## src/rtl/mouse_select_ctrl.sv

```systemverilog
// mouse_select_ctrl
//   Turns mouse clicks into move requests. The first legal click picks a
//   source block and the second legal click on a different block picks the
//   destination. A move request is then held until the game logic acks it or
//   until ACK_TIMEOUT cycles pass without an ack.
//
// Parameters
//   ACK_TIMEOUT   wait-counter value at which an un-acked request aborts
//   MAX_BLOCK_X   highest legal block column index
//
// Ports
//   clk, rst                  clock, synchronous active-high reset
//   l_click                   single-cycle left-click pulse
//   mouse_inblock             pointer is inside a legal block
//   mouse_block_x/_y          pointer block column / row (rows 6-7 = hand)
//   my_turn                   local player may act
//   move_ack                  game logic accepts the pending request
//   sel_valid, sel_x, sel_y   current source selection (highlight)
//   move_req                  level request, held until ack or timeout
//   move_src_x/_y             move source block
//   move_dst_x/_y             move destination block
//   move_err                  one-cycle pulse when a request times out
//   busy                      request outstanding (state REQ)
module mouse_select_ctrl #(
  parameter int unsigned ACK_TIMEOUT = 1023,
  parameter int unsigned MAX_BLOCK_X = 17
) (
  input  logic       clk,
  input  logic       rst,
  input  logic       l_click,
  input  logic       mouse_inblock,
  input  logic [4:0] mouse_block_x,
  input  logic [2:0] mouse_block_y,
  input  logic       my_turn,
  input  logic       move_ack,
  output logic       sel_valid,
  output logic [4:0] sel_x,
  output logic [2:0] sel_y,
  output logic       move_req,
  output logic [4:0] move_src_x,
  output logic [2:0] move_src_y,
  output logic [4:0] move_dst_x,
  output logic [2:0] move_dst_y,
  output logic       move_err,
  output logic       busy
);

  typedef enum logic [1:0] {
    IDLE   = 2'd0,
    PICKED = 2'd1,
    REQ    = 2'd2
  } state_t;

  localparam logic [15:0] TIMEOUT = 16'(ACK_TIMEOUT);
  localparam logic [4:0]  MAX_X   = 5'(MAX_BLOCK_X);

  state_t      state, state_nxt;
  logic [15:0] wait_cnt, wait_cnt_nxt;

  logic       sel_valid_nxt;
  logic [4:0] sel_x_nxt;
  logic [2:0] sel_y_nxt;
  logic       move_req_nxt;
  logic [4:0] move_src_x_nxt, move_dst_x_nxt;
  logic [2:0] move_src_y_nxt, move_dst_y_nxt;
  logic       move_err_nxt;
  logic       busy_nxt;

  logic in_range;
  logic legal_click;
  logic same_block;

  assign in_range    = mouse_inblock && (mouse_block_x <= MAX_X);
  assign legal_click = l_click && in_range && my_turn;
  assign same_block  = (mouse_block_x == sel_x) && (mouse_block_y == sel_y);

  always_comb begin
    state_nxt      = state;
    wait_cnt_nxt   = wait_cnt;
    sel_valid_nxt  = sel_valid;
    sel_x_nxt      = sel_x;
    sel_y_nxt      = sel_y;
    move_req_nxt   = move_req;
    move_src_x_nxt = move_src_x;
    move_src_y_nxt = move_src_y;
    move_dst_x_nxt = move_dst_x;
    move_dst_y_nxt = move_dst_y;
    move_err_nxt   = 1'b0;

    unique case (state)
      IDLE: begin
        if (legal_click) begin
          sel_x_nxt     = mouse_block_x;
          sel_y_nxt     = mouse_block_y;
          sel_valid_nxt = 1'b1;
          state_nxt     = PICKED;
        end
      end

      PICKED: begin
        // Losing the turn wins over any click in the same cycle.
        if (!my_turn) begin
          sel_valid_nxt = 1'b0;
          state_nxt     = IDLE;
        end else if (l_click) begin
          if (in_range && !same_block) begin
            move_src_x_nxt = sel_x;
            move_src_y_nxt = sel_y;
            move_dst_x_nxt = mouse_block_x;
            move_dst_y_nxt = mouse_block_y;
            move_req_nxt   = 1'b1;
            wait_cnt_nxt   = '0;
            state_nxt      = REQ;
          end else begin
            // Same block (deselect) or click outside the board.
            sel_valid_nxt = 1'b0;
            state_nxt     = IDLE;
          end
        end
      end

      REQ: begin
        // Ack is tested first so an ack on the timeout cycle is not an error.
        if (move_ack) begin
          move_req_nxt  = 1'b0;
          sel_valid_nxt = 1'b0;
          state_nxt     = IDLE;
        end else if (wait_cnt == TIMEOUT) begin
          move_req_nxt  = 1'b0;
          sel_valid_nxt = 1'b0;
          move_err_nxt  = 1'b1;
          state_nxt     = IDLE;
        end else begin
          wait_cnt_nxt = wait_cnt + 16'd1;
        end
      end

      default: begin
        state_nxt     = IDLE;
        sel_valid_nxt = 1'b0;
        move_req_nxt  = 1'b0;
      end
    endcase

    busy_nxt = (state_nxt == REQ);
  end

  always_ff @(posedge clk) begin
    if (rst) begin
      state      <= IDLE;
      wait_cnt   <= '0;
      sel_valid  <= 1'b0;
      sel_x      <= '0;
      sel_y      <= '0;
      move_req   <= 1'b0;
      move_src_x <= '0;
      move_src_y <= '0;
      move_dst_x <= '0;
      move_dst_y <= '0;
      move_err   <= 1'b0;
      busy       <= 1'b0;
    end else begin
      state      <= state_nxt;
      wait_cnt   <= wait_cnt_nxt;
      sel_valid  <= sel_valid_nxt;
      sel_x      <= sel_x_nxt;
      sel_y      <= sel_y_nxt;
      move_req   <= move_req_nxt;
      move_src_x <= move_src_x_nxt;
      move_src_y <= move_src_y_nxt;
      move_dst_x <= move_dst_x_nxt;
      move_dst_y <= move_dst_y_nxt;
      move_err   <= move_err_nxt;
      busy       <= busy_nxt;
    end
  end

endmodule

```

## config.mk

```make
export PLATFORM = sky130hd
export DESIGN_NAME = mouse_select_ctrl
export DESIGN_NICKNAME = d
export VERILOG_FILES = /design/src/rtl/mouse_select_ctrl.sv
export SDC_FILE = /design/constraint.sdc
export NUM_CORES = 1
export LEC_CHECK = 0
export ABC_AREA = 1
export CAP_MARGIN = 20
export CORE_MARGIN = 2
export CORE_UTILIZATION = 50
export DETAILED_ROUTE_END_ITERATION = 8
export PLACE_DENSITY = 0.83
export REMOVE_ABC_BUFFERS = 1
export SLEW_MARGIN = 30
export SYNTH_ARGS = -nofsm -noshare
export SYNTH_HDL_FRONTEND = slang
export SYNTH_SLANG_ARGS = --single-unit
```

## constraint.sdc

```tcl
create_clock -name clk -period 3.55 [get_ports clk]
set_input_delay 0.71 -clock clk [delete_from_list [all_inputs] [get_ports clk]]
set_output_delay 0.71 -clock clk [all_outputs]
set_load 0.1 [all_outputs]
```

# After elaboration in Yosys (flattened, before gate mapping)
# Cells that the tools add are included.
[op_classes]
add_sub_neg = 1
order_cmp = 1
n_eq_ne = 15
n_mux = 25
n_bitwise = 2
n_reduce_logical = 14
[ops]
columns = ["operator", "count"]
rows = [
  ["16-bit 2-to-1 mux", 5],
  ["16-bit case mux with 2 select lines", 1],
  ["16-bit by 1-bit adder with 16-bit output, second input constant", 1],
  ["16-bit by 10-bit equality test with 1-bit output, second input constant", 1],
  ["2-bit 2-to-1 mux", 6],
  ["2-bit inequality test, second input constant", 6],
  ["1-bit 2-to-1 mux", 10],
  ["3-bit inequality test, second input constant", 3],
  ["4-bit AND reduction", 2],
  ["1-bit case mux with 3 select lines", 2],
  ["2-bit case mux with 3 select lines", 1],
  ["6-bit AND reduction", 1],
  ["5-bit equality test", 1],
  ["5-bit less-or-equal comparator, second input constant", 1],
  ["1-bit logical AND", 5],
  ["5-bit AND reduction", 1],
  ["2-bit equality test, second input constant", 2],
  ["3-bit equality test", 1],
  ["3-bit OR reduction", 1],
  ["2-bit by 1-bit equality test with 1-bit output, second input constant", 1],
  ["2-bit zero test", 1],
  ["1-bit inverter", 2],
  ["2-bit AND reduction", 1],
  ["2-bit nonzero test", 1],
  ["1-bit zero test", 1],
]
[word_totals]
regBits = 46
in_bits = 14
out_inout_bits = 28
word_cells = 70

# Longest topological paths before layout
[depth]
word_depth = 9
ltp_mapped = 13
mapped_depth_nobuf = 13

# Worst setup path before layout
# OpenSTA, ideal clock, no wires.
[synth_path]
kind = "reg-to-reg"
startpoint = "register sel_x[0]"
endpoint = "register wait_cnt[7]"
setup_time_ns = 0.139
t_arrival_ns = 1.958
required_time_ns = 3.411
setup_slack_ns = 1.453
path_stages_with_launch = 13
n_path_buf = 1
period_less_slack_ns = 2.097
path_cell_list = "dfxtp_1 > inv_1 > nand2_1 > nand2_1 > nand2_1 > nor2_1 > nand2_1 > nand2_1 > nand2_2 > nand2_4 > buf_12 > nand2_1 > a21oi_2"
[synth_via]
elab_chain_len = 6
[synth_rtl]
columns = ["element", "line", "source"]
rows = [
  ["from (decl)", "37", "output logic [4:0] sel_x,"],
  ["from (signal assigned)", "166", "sel_x <= sel_x_nxt;"],
  ["5-bit equality test", "75", "assign same_block = (mouse_block_x == sel_x) && (mouse_block_y == sel_y);"],
  ["1-bit logical AND", "75", ""],
  ["1-bit zero test", "106", "if (in_range && !same_block) begin"],
  ["1-bit logical AND", "106", ""],
  ["2-bit inequality test (no line)", "-", ""],
  ["6-bit AND reduction (no line)", "-", ""],
  ["to (signal assigned)", "164", "wait_cnt <= wait_cnt_nxt;"],
  ["to (decl)", "58", "logic [15:0] wait_cnt, wait_cnt_nxt;"],
]
# No other way between the ends.
# A chain may end at the register's enable or synchronous reset.

# Worst setup path after layout
[layout_path]
startpoint = "register sel_x[2]"
endpoint = "output sel_x[2]"
# No word-level cell between the ends.

==> impl_metrics.py <==
metrics = {
    "logic_synthesis": {
        "yosysTopAreaCell": "dfxtp_1",
        "yosysSeqAreaShare": 0.365,
        "post-synth-top-count-cell": "nand2_1",
        "syn_area_per_cell_um2": 6.49,
        "yosys-top-cells-count": "nand2_1, nor2_1, dfxtp_1, inv_1, nand3_1",
        "netlist_area_um2": 2520,
        "synth_top_area_share": 0.365,
        "yosys-top-cells-area": "dfxtp_1, nand2_1, nor2_1, inv_1, nand3_1",
        "ys_ff_latch": 46,
        "synth_edf_count": 0,
        "syn_inst": 389,
        "yosys_warnings": 0,
        "ys.flop_type": "dfxtp_1",
        "synth_cell_types": 31,
        "synth-async-reset-ratio": 0,
    },
    "clock_network": {
        "cts_buffers": 5,
        "clock-sinks": 46,
        "cts_buffer_depth": 2,
        "clk_pin_slew_worst_paths_ps": 80,
        "tritoncts": "built",
        "cts_resized": 0,
        "clock-root-buffer": "clkbuf_8",
        "insertion_delay_ps": 290,
        "cts_hold_buf": 0,
        "post-cts-setup-buffers": 0,
        "h-tree-depth": 2,
    },
    "worst_setup_path": {
        "cp-start-kind": "flip-flop",
        "critical-path-top-delay-family": "buffers and inverters",
        "end_kind": "primary output",
        "crit_path_max_incr_delay_ps": 1170,
        "slowest_stage": "clkdlybuf4s50_1",
        "worstPathArrival_ps": 1870,
        "worstPathMaxFanout": 4,
        "crit_required_ps": 2840,
        "cp.buffers_inverters": 1,
        "path_class": "flip-flop to primary output",
        "worstPathCellList": "clkdlybuf4s50_1",
    },
    "global_routing": {
        "grt_max_degree": 27,
        "grt_pass1_vias": 2184,
        "overflow": 0,
        "antenna_found_initial": 0,
        "grt_pass1_wl_um": 9320,
        "grt.total_usage": 0.207,
    },
    "floorplan": {
        "ioPinCount": 42,
        "die_y_um": 75.0,
        "die_w_um": 75.0,
        "initial_utilization": 0.527,
        "design.core.area_um2": 4790,
        "fp-row-count": 25,
        "dieArea_um2": 5630,
    },
    "run": {
        "drv_cap": 0,
    },
    "drt": {
        "wl_per_cell_um": 11.1,
        "vias": 2445,
        "drc_errors": 0,
        "wirelength_um": 5490,
        "ant_nets": 0,
        "firstDrtPassIters": 4,
        "drt-initial-drc-count": 159,
        "viasPerCell": 4.94,
    },
    "timing": {
        "finClkSkew_ps": 9.14,
        "clock.fmax_ghz": 0.388,
        "fin_crit_sh": 0.726,
        "slew_headroom": 0.348,
        "rsz0062_at_grt": "no",
        "hold_viol": 0,
        "tns_ps": 0,
        "tightest_slew_ps": 976,
        "fin_ws_ps": 974,
        "drv_slew": 0,
        "min_period_ps": 2580,
        "setup_violations": 0,
    },
    "placement": {
        "post-place-ws_ps": 782,
        "gp_congestion": 0.896,
        "port_buffers": 41,
        "place_inst": 487,
        "dp_hpwl_um": 3870,
    },
    "power": {
        "max-vdd-ir-drop_mv": 0.204,
        "p_leak_uw": 0.00123,
        "power_density_nw_per_um2": 366,
    },
    "finish": {
        "fin_nets": 442,
        "fin_cells": 495,
        "area_growth_pct": 23.4,
        "n_antenna_cell": 0,
        "layout-drive-gt1-share": 0.0935,
    },
    "hold_path": {
        "hold_path_class": "flip-flop to flip-flop",
    },
    "outcome": {
        "run_status": "finished, final reports clean",
    },
}
stage by stage:
step | cell area, um2 | utilization | power, uW | hold slack [ps]
3_5_place_dp | 2970 | 0.621 | 675 | 440
3_3_place_gp | 2970 | 0.621 | 674 | 437
4_1_cts | 3110 | 0.650 | 1160 | 453
5_1_grt | 3110 | 0.650 | 1190 | 481
2_1_floorplan | 2450 | - | 628 | 461
6_report | 3110 | 0.650 | 1140 | 448
routing by layer:
layer	wire length, um	track usage
met1	2430	0.257
met3	254	0.0281
met5	0	0
met2	2790	0.376
met4	14	0.0536
kinds of logic after synthesis:
kind of cell             share of synthesized area
AND/OR/NAND/NOR                              0.404
buffers and inverters                       0.0957
flip-flops                                   0.365
AO/OA/AOI/OAI                               0.0927
XOR/XNOR                                    0.0382
adder cells (fa/ha/maj)                    0.00496
state kept, by name (all words and copies together), names as in the netlist:
name        flops
wait_cnt       16
move_dst_x      5
move_src_x      5
sel_x           5
move_dst_y      3
move_src_y      3
sel_y           3
state           2
busy            1
move_err        1
move_req        1
sel_valid       1
worst paths after layout:
check                   start     endpoint  slack [ps]  cells after the start
setup / recovery     sel_x[2]     sel_x[2]         970                      1
hold / removal       move_req     move_req         450                      2
setup reg to reg  wait_cnt[0]  wait_cnt[7]        1510                     11
hold reg to reg      move_req     move_req         450                      2
cells in the final DEF, fill, tap and decap left out, types with 6 or more instances in the layout:
master | Yosys | routed
dfxtp_1 | 46 | 46
nand2_2 | 11 | 11
nand4_1 | 6 | 6
xnor2_1 | 8 | 8
nand3_1 | 24 | 24
nor2_1 | 77 | 77
clkdlybuf4s50_1 | 0 | 41
a21oi_2 | 8 | 8
o21ai_0 | 8 | 8
nand2_1 | 107 | 107
a21oi_1 | 18 | 18
inv_1 | 41 | 41
clkbuf_8 | 0 | 6
power breakdown:
part	leakage (uW)	internal [uW]	switching [uW]	total [uW]
combinational	0.000789	40.8	92.4	133
clock	0.0000714	300	176	476
sequential	0.000371	523	7.37	531
total	0.00123	864	276	1140
worst min-delay path, stage by stage, from the launching register on:
cell and delay [ps]:
dfxtp_1 320, inv_1 40, a21oi_1 50
cell type report:
| cell class | count | area (um2) |
|---|---|---|
| inverter | 44 | 166 |
| timing repair buffer | 43 | 438 |
| tap | 67 | 83.8 |
| clock buffer | 6 | 82.6 |
| multi-input combinational | 287 | 1360 |
| clock inverter | 2 | 60.1 |
| sequential | 46 | 921 |
| fill | 437 | 1670 |
Note: power is estimated with default switching activity, not from simulation.
